==> src/rtl/fetch_unit.sv <==
// fetch_unit: holds the PC, fetches from the icache, predecodes JAL/branches and feeds the instruction queue.
module fetch_unit #(
  parameter logic [31:0] RESET_PC = 32'h0000_0000,
  parameter int TAG_WIDTH = 8
) (
  input  logic                 clk,
  input  logic                 rst,
  input  logic                 rdy,
  output logic                 out_icache_req,
  output logic [31:0]          out_icache_pc,
  input  logic                 in_icache_valid,
  input  logic [31:0]          in_icache_inst,
  output logic [TAG_WIDTH-1:0] out_bp_tag,
  input  logic                 in_bp_jump_res,
  input  logic                 in_queue_full,
  output logic                 out_queue_valid,
  output logic [31:0]          out_queue_inst,
  output logic [31:0]          out_queue_pc,
  output logic                 out_queue_pred_jump,
  input  logic                 in_rob_flush,
  input  logic [31:0]          in_rob_target_pc
);
  typedef enum logic [1:0] {IDLE, REQ, HOLD} state_t;
  state_t state, state_n;
  logic [31:0] pc, next_pc, j_imm, b_imm, h_inst, h_pc, h_next;
  logic h_pred, pred, is_jal, is_br, take_new, take_hold;
  assign out_icache_pc = pc;
  assign out_bp_tag = pc[TAG_WIDTH+1:2];
  assign is_jal = in_icache_inst[6:0] == 7'b1101111;
  assign is_br = in_icache_inst[6:0] == 7'b1100011;
  assign j_imm = {{11{in_icache_inst[31]}}, in_icache_inst[31], in_icache_inst[19:12],
                  in_icache_inst[20], in_icache_inst[30:21], 1'b0};
  assign b_imm = {{19{in_icache_inst[31]}}, in_icache_inst[31], in_icache_inst[7],
                  in_icache_inst[30:25], in_icache_inst[11:8], 1'b0};
  assign pred = is_jal | (is_br & in_bp_jump_res);
  assign next_pc = is_jal ? pc + j_imm : pred ? pc + b_imm : pc + 32'd4;
  assign take_new = state == REQ && in_icache_valid && !in_queue_full;
  assign take_hold = state == HOLD && !in_queue_full;
  always_comb begin
    state_n = state;
    out_icache_req = state == REQ;
    state_n = in_rob_flush ? IDLE :
              state == IDLE ? REQ :
              state == REQ ? ((in_icache_valid && in_queue_full) ? HOLD : REQ) :
              (in_queue_full ? HOLD : REQ);
  end
  always_ff @(posedge clk) begin
    if (rst) begin
      state <= IDLE;
      pc <= RESET_PC;
      out_queue_valid <= 1'b0;
      out_queue_inst <= '0;
      out_queue_pc <= '0;
      out_queue_pred_jump <= 1'b0;
      h_inst <= '0;
      h_pc <= '0;
      h_next <= '0;
      h_pred <= 1'b0;
    end else if (rdy) begin
      state <= state_n;
      out_queue_valid <= 1'b0;
      if (in_rob_flush) begin
        pc <= in_rob_target_pc;
      end else if (take_new) begin
        out_queue_valid <= 1'b1;
        out_queue_inst <= in_icache_inst;
        out_queue_pc <= pc;
        out_queue_pred_jump <= pred;
        pc <= next_pc;
      end else if (state == REQ && in_icache_valid) begin
        h_inst <= in_icache_inst;
        h_pc <= pc;
        h_pred <= pred;
        h_next <= next_pc;
      end else if (take_hold) begin
        out_queue_valid <= 1'b1;
        out_queue_inst <= h_inst;
        out_queue_pc <= h_pc;
        out_queue_pred_jump <= h_pred;
        pc <= h_next;
      end
    end
  end
endmodule

==> config.mk <==
export PLATFORM = sky130hd
export DESIGN_NAME = fetch_unit
export DESIGN_NICKNAME = d
export VERILOG_FILES = /design/src/rtl/fetch_unit.sv
export SDC_FILE = /design/constraint.sdc
export NUM_CORES = 1
export LEC_CHECK = 0
export CAP_MARGIN = 20
export CORE_UTILIZATION = 60
export CTS_CLUSTER_DIAMETER = 40
export DETAILED_ROUTE_END_ITERATION = 10
export DONT_BUFFER_PORTS = 1
export HOLD_SLACK_MARGIN = 0.05
export PLACE_DENSITY = 0.79
export SLEW_MARGIN = 20
export SYNTH_ARGS = -nofsm -noshare
export SYNTH_HDL_FRONTEND = slang
export SYNTH_SLANG_ARGS = --single-unit
export TNS_END_PERCENT = 1
==> constraint.sdc <==
create_clock -name clk -period 3.7 [get_ports clk]
set_clock_uncertainty 0.05 [all_clocks]
set_input_delay 0.925 -clock clk [delete_from_list [all_inputs] [get_ports clk]]
set_output_delay 0.925 -clock clk [all_outputs]
set_load 0.02 [all_outputs]
==> results.cfg, run 1 <==
[logic_synthesis]
ys.flop_type = dfxtp_1
synth_warnings = 0
ys_seq_area_frac = 0.330
synth_top_area_cell = dfxtp_1
synth_top_family_by_area = compound AO/OA/AOI/OAI gates
synth-xor-area-share = 0.0346
syn_area_mm2 = 0.0119
synthMuxAreaShare = 0.00853
synth_edf_count = 0
netlist.area_leader.share = 0.330
synth.avg_cell_area_um2 = 7.37
synthArstFlopShare = 0
synth-simple-area-share = 0.243
synth_area_leaders = dfxtp_1 33%, nand2_1 11%, a21oi_1 6.2%
synth-adder-area-share = 0.0497
ys_ff_latch = 196
syn_inst = 1612
synth-compound-area-share = 0.278
ys_types = 84
syn-num-nets = 1729

[worst_setup_path]
required_ps = 3960
path_max_fanout = 4
crit_type = reg2reg
worst_setup_path_end_kind = flop
worstPathArrival_ps = 3710
worstSetupStartpointType = flop

[floorplan]
die_h_um = 143
core_mm2 = 0.0195
die_width_um = 143
start_util = 0.611
io_pins = 178
fp.dieArea_mm2 = 0.0204
rows = 51

[grt]
gr-usage-all-layers = 0.380
grtUsageMet1 = 0.548
grt_max_degree = 199
antenna_found_initial = 0
top_usage_layer = met2
met3_usage = 0.0872
grt_overflow_total = 0
grt_pass1_wl_mm = 59.9
grt_pass1_vias = 10700
grtUsageMet2 = 0.559

[flow_run]
max_cap_violations = 0

[cells_and_area]
insertedDiodeCount = 0
area_delta_synth_final_pct = 9.32
register_area_mm2 = 0.00392
finalNetCount = 1695
fill_cells = 1717
final_area_mm2 = 0.0130
final_common_cell = nand2_1
mostFrequentLayoutCells = 342 x nand2_1, 196 x dfxtp_1, 179 x nor2_1, 148 x a21oi_1, 77 x buf_4
multi_input_area_mm2 = 0.00734
drive_above_1_share = 0.0911

[clocking]
clock_sinks = 196
cts_made_buffers = 17
cts_resized = 0
clk_latency_ps = 450
cts_max_path_buffers = 2
clk_pin_slew_ps = 80
root_buffer = clkbuf_16
cts_hold_buf = 0
cts_setup_buffers = 0
cts_tree = done
cts_max_level = 4

[status]
outcome = finished clean

[routing]
drt_iter0_drc = 1225
route.detailed.drc = 0
dr.pass1.iters = 6
post_drt_wl_per_cell_um = 21.0
vias = 12200
routed_via_density = 6.58
wl_mm = 39.0
antenna_left = 0

[placed_design]
placed_area_mm2 = 0.0124
dp_hpwl_mm = 28.3
dp_slack_ps = 10.3
port-buffer-count = 0
globalplace.congestion = 0.965

[timing]
fmax_mhz = 290
setup_tns_ps = 0
whs_ps = 402
worst_pin_slew_ps = 1000
period_needed_ps = 3440
final.setup.worst_slack_ps = 256
setup_viol = 0
finalHoldViolCount = 0
slew_viol_final = 0
fin_crit_sh = 0.931
rsz0062_at_grt = no
relSlewSlack = 0.327

[power_and_ir_drop]
power.density_mw_per_mm2 = 392
p_total_uw = 5090
ir_worst_vdd_uv = 314
p_leak_uw = 0.00457

[min_path]
min_path_type = reg2reg
==> worst max-delay path, cell delays in order (launching register included) <==
cell       delay (ps)
dfxtp_1           470
ha_1              250
inv_1              70
fa_1              400
nor2b_1           210
o2111ai_1         160
nand3_1           210
a21boi_1          140
o21ai_0           470
a31oi_1           180
xnor2_1           170
a221oi_1          410
a211oi_1          130
==> Yosys cell counts, drive strengths merged (10+ instances only) <==
library cell,n
clkbuf,100
a21o,20
o21ai,64
nor2,181
o211ai,13
o21a,13
nand3,20
or3,17
a21oi,150
xnor2,26
nand2,343
nor3,38
xor2,21
nand4,20
inv,24
and3,10
a31oi,11
dfxtp,196
a211oi,37
a211o,15
buf,36
o22ai,10
ha,44
a311oi,70
==> routing by layer <==
metal  up-vias  part of all wire
li1       5714                 -
met1      5752              0.44
met2       690              0.43
met3        65              0.11
met4         0             0.021
met5         -                 0
==> metrics by stage <==
stage / util / std cells
global placement: 0.636 / 1824
finish: 0.668 / 1856
floorplan: - / 1612
detailed placement: 0.636 / 1824
CTS: 0.668 / 1856
global route: 0.668 / 1856
==> state kept, by name, indices dropped and copies added, names as in the netlist <==
signal	count
h_inst	32
h_pc	32
out_icache_pc	32
out_queue_inst	32
out_queue_pc	32
h_next	31
state	2
h_pred	1
out_queue_pred_jump	1
out_queue_valid	1
==> worst paths after layout <==
kind | from | to | slack, ps | cells after the start
worst max-delay path | out_icache_pc[1] | h_next[19] | 260 | 12
worst min-delay path | h_pc[16] | h_pc[16] | 400 | 2
worst max register to register | out_icache_pc[1] | h_next[19] | 260 | 12
worst min register to register | h_pc[16] | h_pc[16] | 400 | 2
==> cells by family (layout without fill, tap and decap cells) <==
logic type	Yosys count	after routing
adders and majority gates	46	46
muxes	10	10
DFF	196	196
AOI/OAI and AO/OA	481	481
buffers and inverters	160	139
and+or+nand+nor	672	672
xor gates and xnor gates	47	47
==> layout make-up <==
| type | count | area share |
|---|---|---|
| clock buffer | 18 | 0.0330 |
| sequential | 196 | 0.302 |
| tap | 265 | 0.0255 |
| multi-input combinational | 1256 | 0.565 |
| timing repair buffer | 83 | 0.0537 |
| clock inverter | 14 | 0.0141 |
| inverter | 24 | 0.00693 |
==> power breakdown <==
part	total, uW	internal (uW)	switching, uW
registers	2280	2170	110
clock network	1930	926	1000
logic	879	332	548
Note: power is estimated with default switching activity, not from simulation.
==> run 2: changes to the inputs <==
--- a/config.mk
+++ b/config.mk
@@ -5,6 +5,7 @@
 export SDC_FILE = /design/constraint.sdc
 export NUM_CORES = 1
 export LEC_CHECK = 0
+export ABC_AREA = 1
 export CAP_MARGIN = 20
 export CORE_UTILIZATION = 60
 export CTS_CLUSTER_DIAMETER = 40
@@ -12,6 +13,7 @@
 export DONT_BUFFER_PORTS = 1
 export HOLD_SLACK_MARGIN = 0.05
 export PLACE_DENSITY = 0.79
+export SETUP_SLACK_MARGIN = 0.15
 export SLEW_MARGIN = 20
 export SYNTH_ARGS = -nofsm -noshare
 export SYNTH_HDL_FRONTEND = slang
==> results.cfg, run 2 <==
[routing]
routed_via_density = 5.98
wl_mm = 43.2
vias = 13900
post_drt_wl_per_cell_um = 18.6
route.detailed.drc = 0
dr.pass1.iters = 6
drt_iter0_drc = 1434
antenna_left = 0

[cells_and_area]
drive_above_1_share = 0.0645
post-route-util = 0.650
final_common_cell = nand2_1
register_area_mm2 = 0.00392
fill_cells = 1979
mostFrequentLayoutCells = 592 x nand2_1, 258 x inv_1, 196 x dfxtp_1, 185 x o21ai_0, 161 x a21oi_1
finalNetCount = 2149
area_delta_synth_final_pct = 5.67
multi_input_area_mm2 = 0.00751
insertedDiodeCount = 0
final_area_mm2 = 0.0137

[logic_synthesis]
synth_warnings = 0
synth_edf_count = 0
syn_inst = 2079
synth_area_leaders = dfxtp_1 30%, nand2_1 17%, inv_1 7.5%
syn-num-nets = 2196
synth_top_area_cell = dfxtp_1
syn_area_mm2 = 0.0130
synth.avg_cell_area_um2 = 6.24
netlist.area_leader.share = 0.303
synthArstFlopShare = 0
ys_ff_latch = 196
ys_seq_area_frac = 0.303
ys_types = 41
ys.flop_type = dfxtp_1
synth_most_common_cell = nand2_1
synth_commonest_cells = 592 x nand2_1, 260 x inv_1, 196 x dfxtp_1

[floorplan]
die_h_um = 149
start_util = 0.615
core_mm2 = 0.0211
die_width_um = 149
rows = 53
fp.dieArea_mm2 = 0.0222
io_pins = 178

[timing]
rsz0062_at_grt = no
whs_ps = 424
setup_viol = 0
slew_viol_final = 0
fmax_mhz = 352
fin_crit_sh = 0.768
setup_tns_ps = 0
finalHoldViolCount = 0
period_needed_ps = 2840
final.setup.worst_slack_ps = 860
worst_pin_slew_ps = 980
relSlewSlack = 0.346

[placed_design]
dp_slack_ps = 635
globalplace.congestion = 1.02
placed_area_mm2 = 0.0131
port-buffer-count = 0
dp_hpwl_mm = 31.9

[grt]
grt_pass1_vias = 12800
gr-usage-all-layers = 0.388
antenna_found_initial = 0
grt_pass1_wl_mm = 67.1
grt_overflow_total = 0
grt_max_degree = 166

[clocking]
root_buffer = clkbuf_16
cts_setup_buffers = 0
cts_hold_buf = 0
clk_pin_slew_ps = 80
cts_max_path_buffers = 2
clock_sinks = 196
cts_resized = 0
cts_tree = done
cts_made_buffers = 17
clk_latency_ps = 450
cts_max_level = 4

[worst_setup_path]
worst_setup_path_end_kind = flop
worstPathArrival_ps = 3130
path_max_fanout = 9
required_ps = 3990
worstSetupStartpointType = flop
crit_type = reg2reg

[power_and_ir_drop]
comb_power_share = 0.183
power.density_mw_per_mm2 = 365
p_leak_uw = 0.00627
internal_power_uw = 3340
power_frac_clock = 0.373
seqPwrFrac = 0.444
switchingPower_uw = 1660
ir_worst_vdd_uv = 315
swShare = 0.333

[status]
outcome = finished clean

[min_path]
min_path_type = reg2reg

[flow_run]
max_cap_violations = 0
run 2: cell count changes after synthesis, moves of 61 or more:
cell / delta
a311oi_1: -70
o21ai_0: +125
a31oi_1: +61
inv_1: +236
nand2_1: +249
nand3_1: +93
run 2: layout make-up:
class | instances | area share
Timing Repair Buffer | 39 | 0.0232
Inverter | 273 | 0.0750
Clock inverter | 13 | 0.00995
Clock buffer | 19 | 0.0323
Sequential cell | 196 | 0.286
Tap cell | 275 | 0.0251
Multi-Input combinational cell | 1505 | 0.548
run 2: cell families after synthesis:
group | synth area share
and+or+nand+nor | 0.302
AOI/OAI and AO/OA | 0.211
buffers and inverters | 0.119
DFF | 0.303
adders and majority gates | 0.0456
xor gates and xnor gates | 0.0196
run 2: final timing paths:
kind / startpoint / end / slack [ps] / cells after the start
max: out_icache_pc[4] / h_next[14] / 860 / 10
min: h_inst[2] / out_queue_inst[2] / 420 / 2
max reg2reg: out_icache_pc[4] / h_next[14] / 860 / 10
min reg2reg: h_inst[2] / out_queue_inst[2] / 420 / 2
run 2: per-layer routing:
metal	vias to the layer above	track usage	part of all wire
met3	183	0.0884	0.11
li1	6696	-	-
met4	0	0.234	0.063
met1	6208	0.479	0.39
met2	795	0.615	0.44
met5	-	0	0
run 2: power by group through the flow:
stage / logic, uW / registers (uW) / clock network, uW
4_1_cts: 893 / 2220 / 1870
6_report: 917 / 2220 / 1870
3_5_place_dp: 885 / 2260 / 0
2_1_floorplan: 628 / 2280 / 0
3_3_place_gp: 875 / 2260 / 0
5_1_grt: 1010 / 2220 / 1950
run 2: per-stage QoR:
step	cells	power, uW
2_1_floorplan	2079	2910
3_3_place_gp	2288	3140
3_5_place_dp	2288	3150
4_1_cts	2320	4980
5_1_grt	2320	5180
6_report	2320	5000
run 2: worst max-delay path, cell delays in order (launching register included):
cell,delay (ps)
dfxtp_1,720
ha_1,420
nand2_1,170
nand3b_1,140
nand2_1,120
nand2_1,90
nand2_1,190
o21ai_0,470
nand2_1,150
o21ai_0,170
inv_1,60
==> run 3: changes to the inputs <==
--- a/config.mk
+++ b/config.mk
@@ -7,12 +7,12 @@
 export LEC_CHECK = 0
 export ABC_AREA = 1
 export CAP_MARGIN = 20
-export CORE_UTILIZATION = 60
+export CORE_UTILIZATION = 59
 export CTS_CLUSTER_DIAMETER = 40
 export DETAILED_ROUTE_END_ITERATION = 10
 export DONT_BUFFER_PORTS = 1
 export HOLD_SLACK_MARGIN = 0.05
-export PLACE_DENSITY = 0.79
+export PLACE_DENSITY = 0.81
 export SETUP_SLACK_MARGIN = 0.15
 export SLEW_MARGIN = 20
 export SYNTH_ARGS = -nofsm -noshare
==> constraint.sdc (replaced) <==
create_clock -name clk -period 2.47 [get_ports clk]
set_clock_uncertainty 0.05 [all_clocks]
set_input_delay 0.6175 -clock clk [delete_from_list [all_inputs] [get_ports clk]]
set_output_delay 0.6175 -clock clk [all_outputs]
set_load 0.02 [all_outputs]
==> results.cfg, run 3 (synthesis results as in run 2) <==
[clocking]
cts_max_path_buffers = 2
clk_pin_slew_ps = 90
cts_made_buffers = 17
cts_hold_buf = 0
clock_sinks = 196
clk_latency_ps = 450
root_buffer = clkbuf_16
cts_max_level = 4
cts_tree = done

[timing]
fmax_mhz = 434
fin_crit_sh = 0.933
slew_viol_final = 0
setup_viol = 0
relSlewSlack = 0.601
worst_pin_slew_ps = 592
period_needed_ps = 2310
setup_tns_ps = 0
finalHoldViolCount = 0
rsz0062_at_grt = yes
whs_ps = 173

[worst_setup_path]
required_ps = 2800
cpMostUsedCell = nand2_1
reg2reg_from = out_icache_pc[15]
path_delay_family = simple AND/OR/NAND/NOR gates
worstSetupStartpointType = flop
worst_setup_path_end_kind = flop
crit_start = out_icache_pc[15]
crit_type = reg2reg
path_max_fanout = 6
worstPathCellList = buf_4, inv_1, nor3_1, nand2_1, nor3_2, xor2_1, nand2_1, nand3_1, nand2_1, a21oi_1
critPathSlowestCell = dfxtp_2
worstPathArrival_ps = 2630
cpPeakStageDelay_ps = 420
path_buf_inv = 2

[routing]
wl_met2_mm = 20.5
vias = 14500
post_drt_wl_per_cell_um = 18.8
routed_via_density = 5.95
antenna_left = 0
route.detailed.drc = 0
met1_length_mm = 17.8
route.met3.wl_mm = 4.67
wl_mm = 45.8
highest_layer = met4
drt_iter0_drc = 1412
dr.pass1.iters = 5

[power_and_ir_drop]
power.density_mw_per_mm2 = 524
ir_worst_vdd_uv = 419
p_leak_uw = 0.00695

[cells_and_area]
drive_above_1_share = 0.152
final_common_cell = nand2_1
finalNonFillerCells = 2437
area_delta_synth_final_pct = 15.9
insertedDiodeCount = 0
finalNetCount = 2266
post-route-util = 0.706
mostFrequentLayoutCells = 574 x nand2_1, 256 x inv_1, 183 x dfxtp_1, 181 x o21ai_0, 148 x a21oi_1

[floorplan]
io_pins = 178
die_h_um = 150
fp.dieArea_mm2 = 0.0226
start_util = 0.609
rows = 53
die_width_um = 150
core_mm2 = 0.0213

[grt]
gr-usage-all-layers = 0.400
grt_pass1_wl_mm = 69.7
grt_pass1_vias = 13200
antenna_found_initial = 0
grt_max_degree = 132
grt_overflow_total = 0

[placed_design]
dp.cells = 2401
globalplace.congestion = 1.05
dp_hpwl_mm = 34.1
port-buffer-count = 0

[flow_run]
max_cap_violations = 0

[min_path]
min_path_type = in2reg
min_from = rst

[status]
outcome = finished clean
run 3: changes by cell type in the layout (fill, tap and decap cells not counted), sizes merged:
cell	change
inv	+2
clkinvlp	-1
buf	+117
clkbuf	-1
run 3: through the flow:
| stage | instance area, um^2 | setup slack, ps | power (uW) |
|---|---|---|---|
| final | 15000 | 165 | 7880 |
| after global routing | 15000 | 59.3 | 8150 |
| after CTS | 14700 | 81.3 | 7770 |
| after detailed placement | 14100 | -89.8 | 4950 |
| after global placement | 14100 | -64.0 | 4920 |
| after floorplan | 13000 | 174 | 4360 |
run 3: what timing repair did:
action / in CTS / in global routing
buffers inserted: 0 / 4
endpoints found under the setup margin: 21 / 50
pin swaps: 0 / 14
hold endpoints to repair: 0 / 0
resized for setup: 2 / 95
run 3: layer usage:
metal	vias to the layer above	GRT usage
met2	822	0.658
li1	6923	-
met5	-	0
met4	0	0.224
met1	6592	0.490
met3	162	0.0752
run 3: worst register-to-register path, delay by kind of cell, from the launching register on:
kind / cells / cell delay, ps
xor+xnor: 1 / 190
flops: 1 / 420
simple gates: 6 / 1150
compound gates: 1 / 110
buf+inv: 2 / 320
run 3: final timing paths:
| path | slack, ps | end | cells after the start |
|---|---|---|---|
| worst max-delay path | 160 | out_icache_pc[22] | 10 |
| worst min-delay path | 170 | state[0] | 1 |
| worst max register to register | 160 | out_icache_pc[22] | 10 |
| worst min register to register | 420 | out_queue_inst[14] | 2 |
run 3: power breakdown:
| group | switching, uW | internal [uW] |
|---|---|---|
| logic | 1090 | 605 |
| registers | 87.5 | 3220 |
| clock network | 1490 | 1390 |
run 3: final cells by class:
cell class | instances | area [um^2]
Sequential cell | 196 | 3950
Clock inverter | 14 | 175
Inverter | 273 | 1030
Clock buffer | 18 | 429
Fill cell | 1916 | 6250
Tap cell | 275 | 344
Multi-Input combinational cell | 1505 | 7810
Timing Repair Buffer | 156 | 1300
